**config.mk**
```make
export PLATFORM = sky130hd
export DESIGN_NAME = pixel_write_arbiter
export DESIGN_NICKNAME = d
export VERILOG_FILES = /design/src/rtl/gpu_pixel_pkg.sv /design/src/rtl/pixel_write_arbiter_rr_pick.sv /design/src/rtl/pixel_write_arbiter.sv
export SDC_FILE = /design/constraint.sdc
export NUM_CORES = 1
export LEC_CHECK = 0
export BUFFER_PORTS_ARGS = -buffer_cell sky130_fd_sc_hd__buf_2
export CORE_AREA = 2 2 105 107
export DETAILED_ROUTE_END_ITERATION = 12
export DIE_AREA = 0 0 107 109
export PLACE_DENSITY = 0.79
export SYNTH_ARGS = -nofsm -noshare
export SYNTH_HDL_FRONTEND = slang
export SYNTH_SLANG_ARGS = --single-unit
```
**constraint.sdc**
```tcl
create_clock -name clock -period 2.7 [get_ports clock]
set_input_delay 0.54 -clock clock [delete_from_list [all_inputs] [get_ports clock]]
set_output_delay 0.54 -clock clock [all_outputs]
set_load 0.02 [all_outputs]
```
**src/rtl/gpu_pixel_pkg.sv**
```systemverilog
// Shared pixel-path definitions: pixel word field positions, default screen
// bounds and the write-arbiter state encoding.
package gpu_pixel_pkg;

   localparam int PIX_X_MSB      = 63;
   localparam int PIX_X_LSB      = 48;
   localparam int PIX_Y_MSB      = 47;
   localparam int PIX_Y_LSB      = 32;
   localparam int PIX_COLOUR_MSB = 31;

   localparam int SCREEN_W_DEF = 640;
   localparam int SCREEN_H_DEF = 480;

   typedef enum logic {
      ARB_IDLE  = 1'b0,
      ARB_GRANT = 1'b1
   } arb_state_t;

endpackage

```
**src/rtl/pixel_write_arbiter_rr_pick.sv**
```systemverilog
// Rotated priority encoder: first asserted req_valid at or after rr_ptr,
// wrapping modulo N. Purely combinational.
module rr_pick #(
   parameter int N = 3,
   parameter int W = 2
) (
   input  logic [N-1:0] req_valid,
   input  logic [W-1:0] rr_ptr,
   output logic         hit,
   output logic [W-1:0] index
);

   logic [W:0] cand;

   // Scan from the farthest offset down so the nearest hit is written last.
   always_comb begin
      hit   = 1'b0;
      index = '0;
      cand  = '0;
      for (int k = N - 1; k >= 0; k--) begin
         cand = {1'b0, rr_ptr} + (W + 1)'(k);
         if (cand >= (W + 1)'(N)) begin
            cand = cand - (W + 1)'(N);
         end
         if (req_valid[cand[W-1:0]]) begin
            hit   = 1'b1;
            index = cand[W-1:0];
         end
      end
   end

endmodule

```
**src/rtl/pixel_write_arbiter.sv**
```systemverilog
// Round-robin, burst-bounded arbiter feeding the framebuffer pixel-write FIFO.
// Optional PIXEL_WRITE_ARBITER_CLIP_EN drops off-screen pixels and counts them.
//
// state     | meaning
// ARB_IDLE  | searching req_valid from rr_ptr, req_ready all low
// ARB_GRANT | grant_id owns the FIFO until burst limit or source goes idle
module pixel_write_arbiter
   import gpu_pixel_pkg::*;
#(
   parameter int NUM_REQ   = 3,
   parameter int BURST_MAX = 16
`ifdef PIXEL_WRITE_ARBITER_CLIP_EN
   ,
   parameter int SCREEN_W  = SCREEN_W_DEF,
   parameter int SCREEN_H  = SCREEN_H_DEF
`endif
) (
   input  logic                      clock,
   input  logic                      reset_n,
   input  logic [NUM_REQ*64-1:0]     req_pixel_data,
   input  logic [NUM_REQ-1:0]        req_valid,
   output logic [NUM_REQ-1:0]        req_ready,
   output logic [63:0]               out_pixel_data,
   output logic                      out_valid,
   input  logic                      out_fifo_full,
   output logic [((NUM_REQ > 1) ? $clog2(NUM_REQ) : 1)-1:0] grant_id,
   output logic                      busy
`ifdef PIXEL_WRITE_ARBITER_CLIP_EN
   ,
   output logic [15:0]               clip_count
`endif
);

   localparam int GW = (NUM_REQ > 1) ? $clog2(NUM_REQ) : 1;
   localparam int CW = $clog2(BURST_MAX + 1);

   arb_state_t    state, state_nxt;
   logic [GW-1:0] rr_ptr, rr_ptr_nxt, grant_id_nxt;
   logic [CW-1:0] burst_cnt, burst_cnt_nxt;
   logic          pick_hit;
   logic [GW-1:0] pick_idx;
   logic [63:0]   grant_word;
   logic          accept, emit;

   rr_pick #(.N(NUM_REQ), .W(GW)) u_rr_pick (
      .req_valid (req_valid),
      .rr_ptr    (rr_ptr),
      .hit       (pick_hit),
      .index     (pick_idx)
   );

   assign grant_word = req_pixel_data[64*grant_id +: 64];
   assign busy       = (state == ARB_GRANT);

   always_comb begin
      state_nxt     = state;
      rr_ptr_nxt    = rr_ptr;
      grant_id_nxt  = grant_id;
      burst_cnt_nxt = burst_cnt;
      req_ready     = '0;
      accept        = 1'b0;
      case (state)
         ARB_IDLE: begin
            if (pick_hit) begin
               grant_id_nxt  = pick_idx;
               burst_cnt_nxt = '0;
               state_nxt     = ARB_GRANT;
            end
         end
         ARB_GRANT: begin
            // Gated by reset_n so no handshake can complete in a reset cycle.
            req_ready[grant_id] = !out_fifo_full && reset_n;
            accept = req_valid[grant_id] && !out_fifo_full && reset_n;
            if (accept) begin
               burst_cnt_nxt = burst_cnt + 1'b1;
            end
            if ((accept && (burst_cnt == CW'(BURST_MAX - 1))) ||
                (!req_valid[grant_id] && !out_fifo_full)) begin
               state_nxt  = ARB_IDLE;
               rr_ptr_nxt = (grant_id == GW'(NUM_REQ - 1)) ? '0 : grant_id + 1'b1;
            end
         end
         default: state_nxt = ARB_IDLE;
      endcase
   end

`ifdef PIXEL_WRITE_ARBITER_CLIP_EN
   logic clipped;
   assign clipped = (int'(grant_word[PIX_X_MSB:PIX_X_LSB]) >= SCREEN_W) ||
                    (int'(grant_word[PIX_Y_MSB:PIX_Y_LSB]) >= SCREEN_H);
   assign emit    = accept && !clipped;

   always_ff @(posedge clock) begin
      if (!reset_n) begin
         clip_count <= '0;
      end else if (accept && clipped && (clip_count != 16'hFFFF)) begin
         clip_count <= clip_count + 16'd1;
      end
   end
`else
   assign emit = accept;
`endif

   always_ff @(posedge clock) begin
      if (!reset_n) begin
         state          <= ARB_IDLE;
         rr_ptr         <= '0;
         grant_id       <= '0;
         burst_cnt      <= '0;
         out_valid      <= 1'b0;
         out_pixel_data <= '0;
      end else begin
         state     <= state_nxt;
         rr_ptr    <= rr_ptr_nxt;
         grant_id  <= grant_id_nxt;
         burst_cnt <= burst_cnt_nxt;
         out_valid <= emit;
         if (emit) begin
            out_pixel_data <= grant_word;
         end
      end
   end

endmodule

```
==> results.sh, run 1 <==
export IMPL_outcome="finished, final reports clean"
export IMPL_crit_reg2reg_capture="burst_cnt[2]"
export IMPL_synth_distinct_cells=37
export IMPL_drive_above_1_share_pct=39.3
export IMPL_end_kind="primary output"
export IMPL_relSlewSlack_pct=55.3
export IMPL_grt_pass1_wl_microns=19100
export IMPL_hp_start="req_pixel_data[191]"
export IMPL_peakVddDrop_mv=0.346
export IMPL_synthAdderAreaFrac_pct=1.51
export IMPL_cpLargestDelayFamily="buffers and inverters"
export IMPL_die_w_microns=107
export IMPL_cp_arrival_ns=1.63
export IMPL_gr_usage_all_layers_pct=20.1
export IMPL_fin_ws_ns=0.533
export IMPL_core_area_sq_um=10600
export IMPL_start_util_pct=39.0
export IMPL_rsz0062_at_grt="false"
export IMPL_max_freq_mhz=461
export IMPL_r2r_start="grant_id[0]"
export IMPL_critPathSlowestCell="dfxtp_4"
export IMPL_finalHoldViolations=0
export IMPL_synth_simple_gate_area_share_pct=24.0
export IMPL_powerDensity_nw_per_um2=511
export IMPL_synth_nets=723
export IMPL_yosys_mux_area_fraction_pct=16.7
export IMPL_cts_tree="yes"
export IMPL_synth_xor_area_share_pct=0
export IMPL_first_iter_violations=239
export IMPL_place_ws_ns=0.500
export IMPL_r2r_cells=8
export IMPL_nets=964
export IMPL_overflow=0
export IMPL_setup_viol=0
export IMPL_synth_top_family_by_area="simple AND/OR/NAND/NOR gates"
export IMPL_holdPathStages=3
export IMPL_slew_viol_final=0
export IMPL_root_buffer="clkbuf_8"
export IMPL_worst_hold_path_type="input port to register"
export IMPL_post_dp_hpwl_microns=9250
export IMPL_crit_chain="buf_12 > nor3b_1 > buf_2"
export IMPL_path_buf_inv=2
export IMPL_post_route_period_util_pct=80.3
export IMPL_clk_pin_slew_ns=0.09
export IMPL_via_count=4540
export IMPL_cts_sinks=75
export IMPL_synthesis_area_sq_um=4130
export IMPL_area_growth_pct=40.7
export IMPL_path_class="register to primary output"
export IMPL_synth_compound_area_share_pct=15.5
export IMPL_rrSetupSlack_ns=0.54
export IMPL_critical_path_peak_fanout=58
export IMPL_worstSkewPairLatency_ns=0.34
export IMPL_dr_pass1_iters=4
export IMPL_n_fill_cell=1070
export IMPL_place_gp_congestion=0.856
export IMPL_drc=0
export IMPL_synth_top_area_share_pct=36.3
export IMPL_netlist_instances=520
export IMPL_grt_pass1_vias=4019
export IMPL_skew_ns=0.0134
export IMPL_antenna_found_initial=0
export IMPL_synthTopCellsByCount="nor2_1 (134), dfxtp_1 (75), mux2i_1 (69)"
export IMPL_synth_seq_area_share_pct=36.3
export IMPL_cts_buffers=9
export IMPL_htreeDepth=3
export IMPL_cts_setup_buffers=0
export IMPL_portBuffers=268
export IMPL_diodes=0
export IMPL_synth_top_area_cell="dfxtp_1"
export IMPL_min_delay_worst_endpoint="out_pixel_data[63]"
export IMPL_hold_buffers=0
export IMPL_ctsResizeCount=0
export IMPL_cp_start_kind="register"
export IMPL_fin_setup_tns_ns=0
export IMPL_p_leak_uw=0.00257
export IMPL_wl_microns=12200
export IMPL_wire_per_inst_microns=13.5
export IMPL_required_ns=2.16
export IMPL_grt_max_degree=65
export IMPL_io_pins=269
export IMPL_fp_dieArea_sq_um=11700
export IMPL_antenna_left=0
export IMPL_worst_path_largest_cell_delay_ns=0.51
export IMPL_cts_buffer_depth=2
export IMPL_syn_area_per_cell_sq_um=7.95
export IMPL_synth_area_leaders="dfxtp_1 (36%), mux2i_1 (17%), nor2_1 (12%)"
export IMPL_yosysMostFrequentCell="nor2_1"
export IMPL_synth_async_sr_flop_share_pct=0
export IMPL_finalCriticalPeriod_ns=2.17
export IMPL_ys_warnings_count=0
export IMPL_synth_seq_cells=75
export IMPL_maxCapViolations=0
export IMPL_viasPerCell=5.01
export IMPL_worst_pin_slew_ns=0.671
export IMPL_synth_ff_type="dfxtp_1"
export IMPL_rows=38
export IMPL_synth_edf_count=0
export IMPL_die_h_microns=109
==> how the worst max path moves through the flow <==
stage | start | end | slack (ns) | cells after the start
CTS | grant_id[0] | req_ready[1] | 0.47 | 3
finish | grant_id[0] | req_ready[1] | 0.53 | 3
global placement | req_valid[1] | burst_cnt[2] | 0.59 | 9
global route | rr_ptr[0] | burst_cnt[3] | 0.34 | 7
detailed placement | req_valid[1] | burst_cnt[2] | 0.50 | 9
floorplan | grant_id[1] | req_ready[2] | 0.59 | 5
==> sequential cells by signal, summed over array words and instances, names as in the netlist <==
signal,cells
out_pixel_data,64
burst_cnt,5
grant_id,2
rr_ptr,2
busy,1
out_valid,1
==> worst reg2reg max path, delay by kind of cell, from the launching register on <==
family | cells | cell delay, ns
buf+inv | 3 | 0.71
compound gates | 3 | 0.52
simple gates | 1 | 0.11
mux | 1 | 0.24
flops | 1 | 0.51
==> power by group <==
group | internal [uW] | switching (uW) | leakage, uW
Clock | 689 | 414 | 0.000133
Sequential | 1160 | 33.4 | 0.000610
Combinational | 296 | 383 | 0.00183
Total | 2140 | 830 | 0.00257
==> metal layers <==
metal | wire, microns | part of all wire, % | global-route usage [%]
met4 | 179 | 1.5 | 5.75
met5 | 0 | 0 | 0
met2 | 6040 | 49 | 34.9
met3 | 921 | 7.5 | 5.08
met1 | 5100 | 42 | 24.7
==> cell families (layout without fill, tap and decap cells) <==
| logic type | count (synthesis) | in the layout |
|---|---|---|
| simple gates | 228 | 228 |
| buf+inv | 55 | 301 |
| fa+ha+maj | 5 | 5 |
| mux | 69 | 69 |
| flops | 75 | 75 |
| compound gates | 88 | 88 |
==> cells in the final DEF, fill, tap and decap left out, types with 2 or more instances in the layout <==
cell / synthesis / final
buf_12: 0 / 3
clkbuf_8: 0 / 12
a21oi_1: 5 / 5
o21ai_0: 5 / 5
nand2b_1: 3 / 3
buf_4: 0 / 6
nor3_1: 67 / 67
mux2i_1: 69 / 69
nor2b_1: 4 / 3
dfxtp_1: 75 / 73
nand2_1: 8 / 8
inv_2: 2 / 2
and3_1: 2 / 2
nor2_1: 134 / 134
inv_1: 6 / 6
buf_2: 18 / 268
a31oi_1: 2 / 2
ha_1: 5 / 5
a211oi_1: 66 / 66
nand3_1: 3 / 3
bufinv_16: 0 / 3
==> through the flow <==
step                      util, %  total power (uW)  hold slack (ns)  instances  instance area [sq um]
final                        54.8              2970            0.471        906                   5810
after floorplan                 -              1630            0.440        520                   4130
after detailed placement     52.4              1900            0.467        890                   5550
after global routing         54.8              3130            0.469        906                   5810
after CTS                    54.8              3000            0.460        906                   5810
after global placement       52.4              1880            0.461        890                   5550
==> final cells by class <==
cell class                 instances  area (sq um)  area share [%]
sequential                        75          1510            25.9
multi-input combinational        390          2390            41.2
tap                              140           175            3.01
inverter                           8          30.0           0.517
clock inverter                     4          95.1            1.64
timing repair buffer             277          1450            24.9
clock buffer                      12           165            2.84
(Power assumes the default switching activity.)
==> run 2, diff against run 1 <==
Clock period 2.7 ns to 2.27 ns, I/O delays scaled along.
==> run 2 against run 1 <==
Net effect:
- final area up 0.13%
- sequential power increased by 18%
- setup slack got worse by 0.32 ns
- total power grew 17%
- die area did not move
- via count rose by 1.6%
- register-to-register slack worse by 0.23 ns
- largest cell class unchanged
- largest power group unchanged
==> results.sh, run 2 (synthesis gave the netlist of run 1 again) <==
export IMPL_outcome="finished, final reports clean"
export IMPL_antenna_found_initial=0
export IMPL_gr_usage_all_layers_pct=20.0
export IMPL_antenna_left=0
export IMPL_worst_pin_slew_ns=0.686
export IMPL_min_delay_worst_endpoint="out_pixel_data[17]"
export IMPL_grt_pass1_vias=3992
export IMPL_cts_sinks=75
export IMPL_finalCriticalPeriod_ns=2.05
export IMPL_worstSkewPairLatency_ns=0.34
export IMPL_largest_reg_flops=64
export IMPL_dr_pass1_iters=7
export IMPL_rrSetupSlack_ns=0.31
export IMPL_cts_buffers=9
export IMPL_post_dp_hpwl_microns=9270
export IMPL_die_h_microns=109
export IMPL_clk_pin_slew_ns=0.08
export IMPL_layout_commonest_cell="buf_2"
export IMPL_holdPathStages=3
export IMPL_internal_power_uw=2490
export IMPL_p_total_uw=3470
export IMPL_setup_viol=0
export IMPL_top_register="out_pixel_data"
export IMPL_viasPerCell=5.08
export IMPL_rsz0062_at_grt="false"
export IMPL_crit_reg2reg_capture="grant_id[0]"
export IMPL_wl_microns=12300
export IMPL_drive_above_1_share_pct=39.5
export IMPL_end_kind="primary output"
export IMPL_comb_power_share_pct=23.6
export IMPL_top_regs="out_pixel_data: 64 flops, burst_cnt: 5 flops"
export IMPL_netSwitchingFraction_pct=28.3
export IMPL_wire_per_inst_microns=13.6
export IMPL_worst_hold_path_type="input port to register"
export IMPL_hp_start="req_pixel_data[145]"
export IMPL_r2r_cells=7
export IMPL_powerDensity_nw_per_um2=596
export IMPL_fin_cells=908
export IMPL_grt_max_degree=65
export IMPL_die_w_microns=107
export IMPL_drc=0
export IMPL_first_iter_violations=180
export IMPL_cts_tree="yes"
export IMPL_root_buffer="clkbuf_8"
export IMPL_seqPwrFrac_pct=40.7
export IMPL_required_ns=1.82
export IMPL_post_route_period_util_pct=90.4
export IMPL_start_util_pct=39.0
export IMPL_core_area_sq_um=10600
export IMPL_slew_viol_final=0
export IMPL_path_class="register to primary output"
export IMPL_p_sw_uw=980
export IMPL_grt_pass1_wl_microns=18800
export IMPL_relSlewSlack_pct=54.3
export IMPL_final_cell_mix="buf_2 (268), nor2_1 (134), dfxtp_1 (73)"
export IMPL_maxCapViolations=0
export IMPL_cp_start_kind="register"
export IMPL_overflow=0
export IMPL_placed_cells=893
export IMPL_n_fill_cell=1032
export IMPL_htreeDepth=3
export IMPL_portBuffers=268
export IMPL_fin_setup_tns_ns=0
export IMPL_critical_path_peak_fanout=5
export IMPL_nets=967
export IMPL_peakVddDrop_mv=0.328
export IMPL_io_pins=269
export IMPL_skew_ns=0.0116
export IMPL_fp_dieArea_sq_um=11700
export IMPL_max_freq_mhz=487
export IMPL_cts_buffer_depth=2
export IMPL_rows=38
export IMPL_r2r_start="rr_ptr[0]"
export IMPL_diodes=0
export IMPL_finalHoldViolations=0
export IMPL_power_frac_clock_pct=35.8
export IMPL_p_leak_uw=0.00258
export IMPL_place_gp_congestion=0.826
export IMPL_cts_setup_buffers=0
export IMPL_area_growth_pct=40.8
export IMPL_cp_arrival_ns=1.60
export IMPL_via_count=4613
[run 2: through the flow]
step	hold WS, ns	worst slack (ns)	area, sq um	utilization [%]
3_5_place_dp	0.469	0.221	5580	52.6
6_report	0.392	0.218	5820	54.9
5_1_grt	0.383	0.0890	5820	54.9
3_3_place_gp	0.464	0.335	5580	52.6
4_1_cts	0.380	0.176	5820	54.9
2_1_floorplan	0.440	0.245	4130	-
[run 2: area by class of cell]
| type | instances | area (sq um) | share of cell area, % |
|---|---|---|---|
| repair buffers | 280 | 1470 | 25.2 |
| flip-flops and latches | 75 | 1510 | 25.9 |
| clock inverters | 4 | 98.8 | 1.70 |
| well taps | 140 | 175 | 3.01 |
| clock buffers | 11 | 141 | 2.43 |
| inverters | 8 | 30.0 | 0.516 |
| multi-input cells | 390 | 2400 | 41.2 |
[run 2: timing repair]
action / in CTS / in global routing
setup endpoints to repair: 0 / 1
hold buffers: 0 / 0
resized for setup: 0 / 1
[run 2: worst max path at each step]
stage | end | start | cells past startpoint
after floorplan | req_ready[2] | grant_id[1] | 5
after global placement | burst_cnt[3] | rr_ptr[0] | 7
after detailed placement | burst_cnt[3] | rr_ptr[0] | 7
after CTS | burst_cnt[3] | rr_ptr[0] | 7
after global routing | burst_cnt[3] | rr_ptr[0] | 7
final | req_ready[1] | busy | 4
[run 2: power groups by stage]
stage,clock network (uW),logic [uW],registers (uW)
after floorplan,0,438,1500
after global placement,0,807,1440
after detailed placement,0,819,1440
after CTS,1270,821,1410
after global routing,1340,903,1420
final,1240,817,1410
[run 2: metal layers]
metal / global-route usage [%] / wire length, microns / vias up
met2: 35.5 / 6210 / 153
li1: - / - / 2327
met5: 0 / 0 / -
met4: 6.22 / 202 / 0
met3: 4.36 / 818 / 18
met1: 24.0 / 5120 / 2115
[run 2: critical path: stages, from the launching register on]
cell and delay, ns:
dfxtp_1 0.44, nor2b_1 0.34, nand2_1 0.12, nor3b_1 0.19, buf_2 0.19
